--- src/rtl/cpu15_pkg.sv ---
// Shared CPU constants and the write-back entry type.
package cpu15_pkg;

  localparam int unsigned DATA_W     = 16;
  localparam int unsigned N_REGS     = 8;
  localparam int unsigned REG_IDX_W  = 3;
  localparam int unsigned FIFO_DEPTH = 2;

  typedef struct packed {
    logic [REG_IDX_W-1:0] idx;
    logic [DATA_W-1:0]    data;
  } wb_entry_t;

endpackage

--- src/rtl/wb_fifo.sv ---
// In-order write-back buffer: power-of-two depth, pointers wrap naturally.
import cpu15_pkg::*;

module wb_fifo #(
  parameter int unsigned DEPTH = 2,
  parameter int unsigned CNT_W = $clog2(DEPTH + 1)
) (
  input  logic             clk_i,
  input  logic             rstn_i,
  input  logic             push_i,
  input  wb_entry_t        din_i,
  input  logic             pop_i,
  output wb_entry_t        dout_o,
  output logic             full_o,
  output logic             empty_o,
  output logic [CNT_W-1:0] count_o
);

  localparam int unsigned PTR_W = $clog2(DEPTH);

  wb_entry_t        mem_q [DEPTH];
  logic [PTR_W-1:0] wr_ptr_q, wr_ptr_d;
  logic [PTR_W-1:0] rd_ptr_q, rd_ptr_d;
  logic [CNT_W-1:0] count_q, count_d;
  logic             push_ok, pop_ok;

  assign full_o  = (count_q == CNT_W'(DEPTH));
  assign empty_o = (count_q == '0);
  assign count_o = count_q;
  assign dout_o  = mem_q[rd_ptr_q];

  // Overflow/underflow requests are dropped here as well as upstream.
  assign push_ok = push_i && !full_o;
  assign pop_ok  = pop_i && !empty_o;

  // Next pointer and occupancy values.
  always_comb begin
    wr_ptr_d = wr_ptr_q;
    rd_ptr_d = rd_ptr_q;
    count_d  = count_q;
    if (push_ok) wr_ptr_d = PTR_W'(wr_ptr_q + 1'b1);
    if (pop_ok)  rd_ptr_d = PTR_W'(rd_ptr_q + 1'b1);
    unique case ({push_ok, pop_ok})
      2'b10:   count_d = CNT_W'(count_q + 1'b1);
      2'b01:   count_d = CNT_W'(count_q - 1'b1);
      default: count_d = count_q;
    endcase
  end

  // Pointer and occupancy registers; reset empties the buffer.
  always_ff @(posedge clk_i) begin
    if (!rstn_i) begin
      wr_ptr_q <= '0;
      rd_ptr_q <= '0;
      count_q  <= '0;
    end else begin
      wr_ptr_q <= wr_ptr_d;
      rd_ptr_q <= rd_ptr_d;
      count_q  <= count_d;
    end
  end

  // Entry storage; contents are don't-care until pointed at by a valid count.
  always_ff @(posedge clk_i) begin
    if (push_ok) mem_q[wr_ptr_q] <= din_i;
  end

endmodule

--- src/rtl/reg_wb.sv ---
// Write-back stage: buffers requests, commits one per cycle into the register
// file and tracks per-register pending-write busy bits for decode.
import cpu15_pkg::*;

module reg_wb #(
  parameter int unsigned FIFO_DEPTH = cpu15_pkg::FIFO_DEPTH
) (
  input  logic                               CLK_WB,
  input  logic                               RSTN_WB,
  input  logic                               WB_VALID,
  output logic                               WB_READY,
  input  logic [REG_IDX_W-1:0]               WB_N_REG,
  input  logic [DATA_W-1:0]                  WB_DATA,
  input  logic                               COMMIT_EN,
  input  logic                               ISSUE_VALID,
  input  logic [REG_IDX_W-1:0]               ISSUE_N_REG,
  output logic [DATA_W-1:0]                  REG_0,
  output logic [DATA_W-1:0]                  REG_1,
  output logic [DATA_W-1:0]                  REG_2,
  output logic [DATA_W-1:0]                  REG_3,
  output logic [DATA_W-1:0]                  REG_4,
  output logic [DATA_W-1:0]                  REG_5,
  output logic [DATA_W-1:0]                  REG_6,
  output logic [DATA_W-1:0]                  REG_7,
  output logic [N_REGS-1:0]                  REG_BUSY,
  output logic [$clog2(FIFO_DEPTH+1)-1:0]    FIFO_CNT
);

  wb_entry_t         push_entry, head;
  logic              full, empty;
  logic              push, pop;
  logic [DATA_W-1:0] regs_q [N_REGS];
  logic [N_REGS-1:0] busy_q, busy_d;

  assign push_entry = '{idx: WB_N_REG, data: WB_DATA};
  // WB_READY has no pop look-ahead, so a full buffer refuses even when draining.
  assign WB_READY   = !full;
  assign push       = WB_VALID && !full;
  assign pop        = COMMIT_EN && !empty;

  wb_fifo #(
    .DEPTH (FIFO_DEPTH)
  ) u_fifo (
    .clk_i   (CLK_WB),
    .rstn_i  (RSTN_WB),
    .push_i  (push),
    .din_i   (push_entry),
    .pop_i   (pop),
    .dout_o  (head),
    .full_o  (full),
    .empty_o (empty),
    .count_o (FIFO_CNT)
  );

  // Register file: the FIFO head is written on commit.
  always_ff @(posedge CLK_WB) begin
    if (!RSTN_WB) begin
      regs_q <= '{default: '0};
    end else if (pop) begin
      regs_q[head.idx] <= head.data;
    end
  end

  // Scoreboard next state: commit clears, issue sets, set applied last so it wins.
  always_comb begin
    busy_d = busy_q;
    if (pop)         busy_d[head.idx]    = 1'b0;
    if (ISSUE_VALID) busy_d[ISSUE_N_REG] = 1'b1;
  end

  // Scoreboard register.
  always_ff @(posedge CLK_WB) begin
    if (!RSTN_WB) busy_q <= '0;
    else          busy_q <= busy_d;
  end

  assign REG_BUSY = busy_q;
  assign REG_0    = regs_q[0];
  assign REG_1    = regs_q[1];
  assign REG_2    = regs_q[2];
  assign REG_3    = regs_q[3];
  assign REG_4    = regs_q[4];
  assign REG_5    = regs_q[5];
  assign REG_6    = regs_q[6];
  assign REG_7    = regs_q[7];

endmodule

--- config.mk ---
export PLATFORM = sky130hd
export DESIGN_NAME = reg_wb
export DESIGN_NICKNAME = d
export VERILOG_FILES = /design/src/rtl/cpu15_pkg.sv /design/src/rtl/wb_fifo.sv /design/src/rtl/reg_wb.sv
export SDC_FILE = /design/constraint.sdc
export NUM_CORES = 1
export LEC_CHECK = 0
export ABC_CLOCK_PERIOD_IN_PS = 2320
export CORE_MARGIN = 8
export CORE_UTILIZATION = 49
export DETAILED_ROUTE_END_ITERATION = 16
export HOLD_SLACK_MARGIN = 0.08
export PLACE_DENSITY_LB_ADDON = 0.05
export SYNTH_ARGS = -nofsm -noshare
export SYNTH_HDL_FRONTEND = slang
export SYNTH_SLANG_ARGS = --single-unit
--- constraint.sdc ---
create_clock -name CLK_WB -period 2.32 [get_ports CLK_WB]
set_input_delay 0.464 -clock CLK_WB [delete_from_list [all_inputs] [get_ports CLK_WB]]
set_output_delay 0.464 -clock CLK_WB [all_outputs]
set_load 0.05 [all_outputs]
==> flow_summary.yaml <==
clock_tree:
  clk_pin_slew_ps: 60
  cts_tree: "built"
  post_cts_buffers: 0
  clock-sinks: 179
  clk_latency_ps: 410
  cts_max_level: 4
  cts_buffers: 17
  clock-root-buffer: "clkbuf_16"
  clk_path_buf_depth: 2
  hold_buffers: 0
  cts_resized: 1
pwr:
  power_density_nw_per_um2: 905.8
  combPwrFrac_pct: 23.2
  intPower_w: 0.005778
  p_clk_share_pct: 33.1
  power.leakage_nw: 3.580
  peakVddDrop_mv: 0.6145
  p_switching_w: 0.002457
  switching_share_pct: 29.84
  share_seq_of_total_power_pct: 43.7
critical_path:
  cp_cell_sequence: "clkdlybuf4s50_1"
  cp_max_fo: 5
  critPathMaxStageDelay_ps: 850
  critPathCaptureType: "output port"
  worstSetupPathType: "flop to output port"
  crit_start: "u_fifo.count_o[0]$_SDFFE_PN0P_"
  rr_worst_depth: 4
  arrival_ps: 1680
  crit_required_ps: 1860
  cp_num_buf_inv: 1
  crit_family: "buffers and inverters"
  cp-start-kind: "flop"
  rrSetupSlack_ps: 480
  reg2reg_to: "REG_4[5]$_SDFFE_PN0P_"
  cpMaxStageDelayCell: "clkdlybuf4s50_1"
finish:
  layout_common_cells: "163 x clkdlybuf4s50_1, 150 x nand2_1, 141 x dfxtp_1, 129 x mux2i_1, 38 x edfxtp_1"
  diodes: 0
  layout_commonest_cell: "clkdlybuf4s50_1"
  areaGrowthSynthToFinish_pct: 37.04
  register_area_um2: 3964
  fillers: 1016
  drive_above_1_share_pct: 10.05
  multi_input_area_um2: 2445
  layout.nets: 763
  finalNonFillerCells: 922
timing:
  fmax_ghz: 0.4654
  finalCritPeriodShare_pct: 92.61
  maxSlewHeadroom_pct: 61.80
  worst_hold_slack_ps: 457.3
  period_minus_slack_ps: 2148
  final-setup-viol-count: 0
  max_slew.worst_pin.slew_ps: 571.1
  finalSetupTns_ps: 0
  finalMaxSlewViolations: 0
  rsz0062_at_grt: "no"
  finalHoldViolations: 0
  fin_worst_skew_ps: 3.044
hold_path:
  min_to: "REG_7[1]$_SDFFE_PN0P_"
  worstHoldPathType: "flop to flop"
  hp-start: "REG_7[1]$_SDFFE_PN0P_"
  hold_path_depth: 2
die:
  io_pins: 166
  start_util_pct: 50.10
  dieArea_um2: 17520
  die_h_um: 132.4
  num_rows: 42
  core_area_um2: 13240
  die_w_um: 132.4
grt:
  antenna_found_initial: 0
  use_met3_pct: 6.364
  busiest_layer: "met2"
  grt.met2_usage_pct: 31.23
  grt_pass1_wl_um: 26880
  grt.overflow.total: 0
  grt_max_degree: 57
  gr-usage-met1_pct: 23.61
  grt_pass1_vias: 4926
  track_usage_pct: 19.31
logic_synthesis:
  syn-cell-area_um2: 6635
  synth_warnings: 0
  synth_area_per_cell_um2: 11.79
  ys_seq_area_share_pct: 59.74
  ys_types: 42
  synthCells: 563
  ys_ff_latch: 179
  syn_nets: 591
detailed_routing:
  drt_iter0_markers: 311
  routed_via_density: 5.158
  drt-total-wl_um: 16840
  ant_nets: 0
  dr.pass1.iters: 5
  vias: 4756
  wl_per_cell_um: 18.27
  drc: 0
placement:
  gp_congestion: 0.7587
  place_hpwl_um: 12400
  io_buffers: 165
  placedCellCount: 892
outcome:
  status: "complete, no violations"
job:
  cap_violations: 0
-- how the worst max path moves through the flow --
stage / end / slack, ps / cells past startpoint
6_report: FIFO_CNT[0] / 170 / 1
5_1_grt: FIFO_CNT[0] / 120 / 1
4_1_cts: FIFO_CNT[0] / 150 / 1
3_5_place_dp: u_fifo.count_o[1]$_SDFFE_PN0P_ / 230 / 6
3_3_place_gp: u_fifo.count_o[1]$_SDFFE_PN0P_ / 260 / 6
2_1_floorplan: u_fifo.mem_q[1][0]$_DFFE_PP_ / 40 / 2
-- cells in the mapped netlist --
cell | n | area share [%]
nand2_1 | 150 | 8.5
dfxtp_1 | 141 | 43
mux2i_1 | 129 | 19
edfxtp_1 | 38 | 17
clkbuf_1 | 17 | 0.96
mux2_2 | 17 | 2.9
buf_6 | 8 | 1.4
buf_4 | 4 | 0.45
a211o_1 | 3 | 0.40
a211oi_1 | 3 | 0.34
a31o_2 | 3 | 0.40
buf_2 | 3 | 0.23
inv_1 | 3 | 0.17
nand3b_1 | 3 | 0.34
nor2_1 | 3 | 0.17
or3_1 | 3 | 0.28
a21oi_1 | 2 | 0.15
and3_1 | 2 | 0.19
buf_8 | 2 | 0.45
nand3_1 | 2 | 0.15
nor3b_1 | 2 | 0.23
o21ai_0 | 2 | 0.15
o32ai_1 | 2 | 0.26
or3b_1 | 2 | 0.26
xnor2_1 | 2 | 0.26
a21bo_2 | 1 | 0.15
a32o_1 | 1 | 0.15
and2_1 | 1 | 0.094
and3b_1 | 1 | 0.13
and4_1 | 1 | 0.13
buf_12 | 1 | 0.30
clkinv_1 | 1 | 0.057
ha_1 | 1 | 0.19
nand2b_1 | 1 | 0.094
nand4_1 | 1 | 0.094
nor2b_1 | 1 | 0.094
nor4_1 | 1 | 0.094
o211a_1 | 1 | 0.15
o211ai_2 | 1 | 0.19
o21ai_1 | 1 | 0.075
o22ai_1 | 1 | 0.094
xor2_1 | 1 | 0.13
-- final cells by class --
cell class / instances / share of cell area (%)
inverter: 4 / 0.1651
tap: 176 / 2.422
clock buffer: 26 / 5.725
timing repair buffer: 188 / 20.71
multi-input combinational: 345 / 26.89
clock inverter: 4 / 0.4954
sequential: 179 / 43.59
-- kinds of logic (layout without fill, tap and decap cells) --
family,count (synthesis),after routing,share of synthesized area (%)
adders and majority gates,1,1,0.1885
xor gates and xnor gates,3,3,0.3961
muxes,146,146,22.35
buffers and inverters,39,222,3.979
AOI/OAI and AO/OA,21,21,2.508
and+or+nand+nor,174,174,10.84
DFF,179,179,59.74
-- power by group through the flow --
stage / Combinational (W) / Clock [W] / Sequential [W]
2_1_floorplan: 0.000825 / 0 / 0.00408
3_3_place_gp: 0.00189 / 0 / 0.00365
3_5_place_dp: 0.00192 / 0 / 0.00366
4_1_cts: 0.00193 / 0.00277 / 0.00360
5_1_grt: 0.00202 / 0.00292 / 0.00362
6_report: 0.00191 / 0.00273 / 0.00360
-- metal layers --
layer	wire length (µm)	part of all wire [%]
met4	247	1.5
met5	0	0
met1	7399	44
met3	1175	7.0
met2	8021	48
-- through the flow --
stage	util (%)	setup WS, ps	instance area [µm²]	power [W]
after global routing	68.66	124.5	9092	0.008566
after floorplan	-	43.29	6635	0.004907
after CTS	68.66	152.7	9092	0.008293
after detailed placement	64.40	233.9	8528	0.005577
final	68.66	171.5	9092	0.008236
after global placement	64.40	259.7	8528	0.005542
-- registers in the layout, summed over array words and instances (netlist names), 2 cells and up, named ones only --
register        count
REG_7              16
REG_BUSY            8
u_fifo.count_o      2
REG_6              16
REG_3              16
REG_5              16
REG_0              16
REG_2              16
REG_4              16
REG_1              16
u_fifo.mem_q       38
Power figures use the tool's default switching activity.
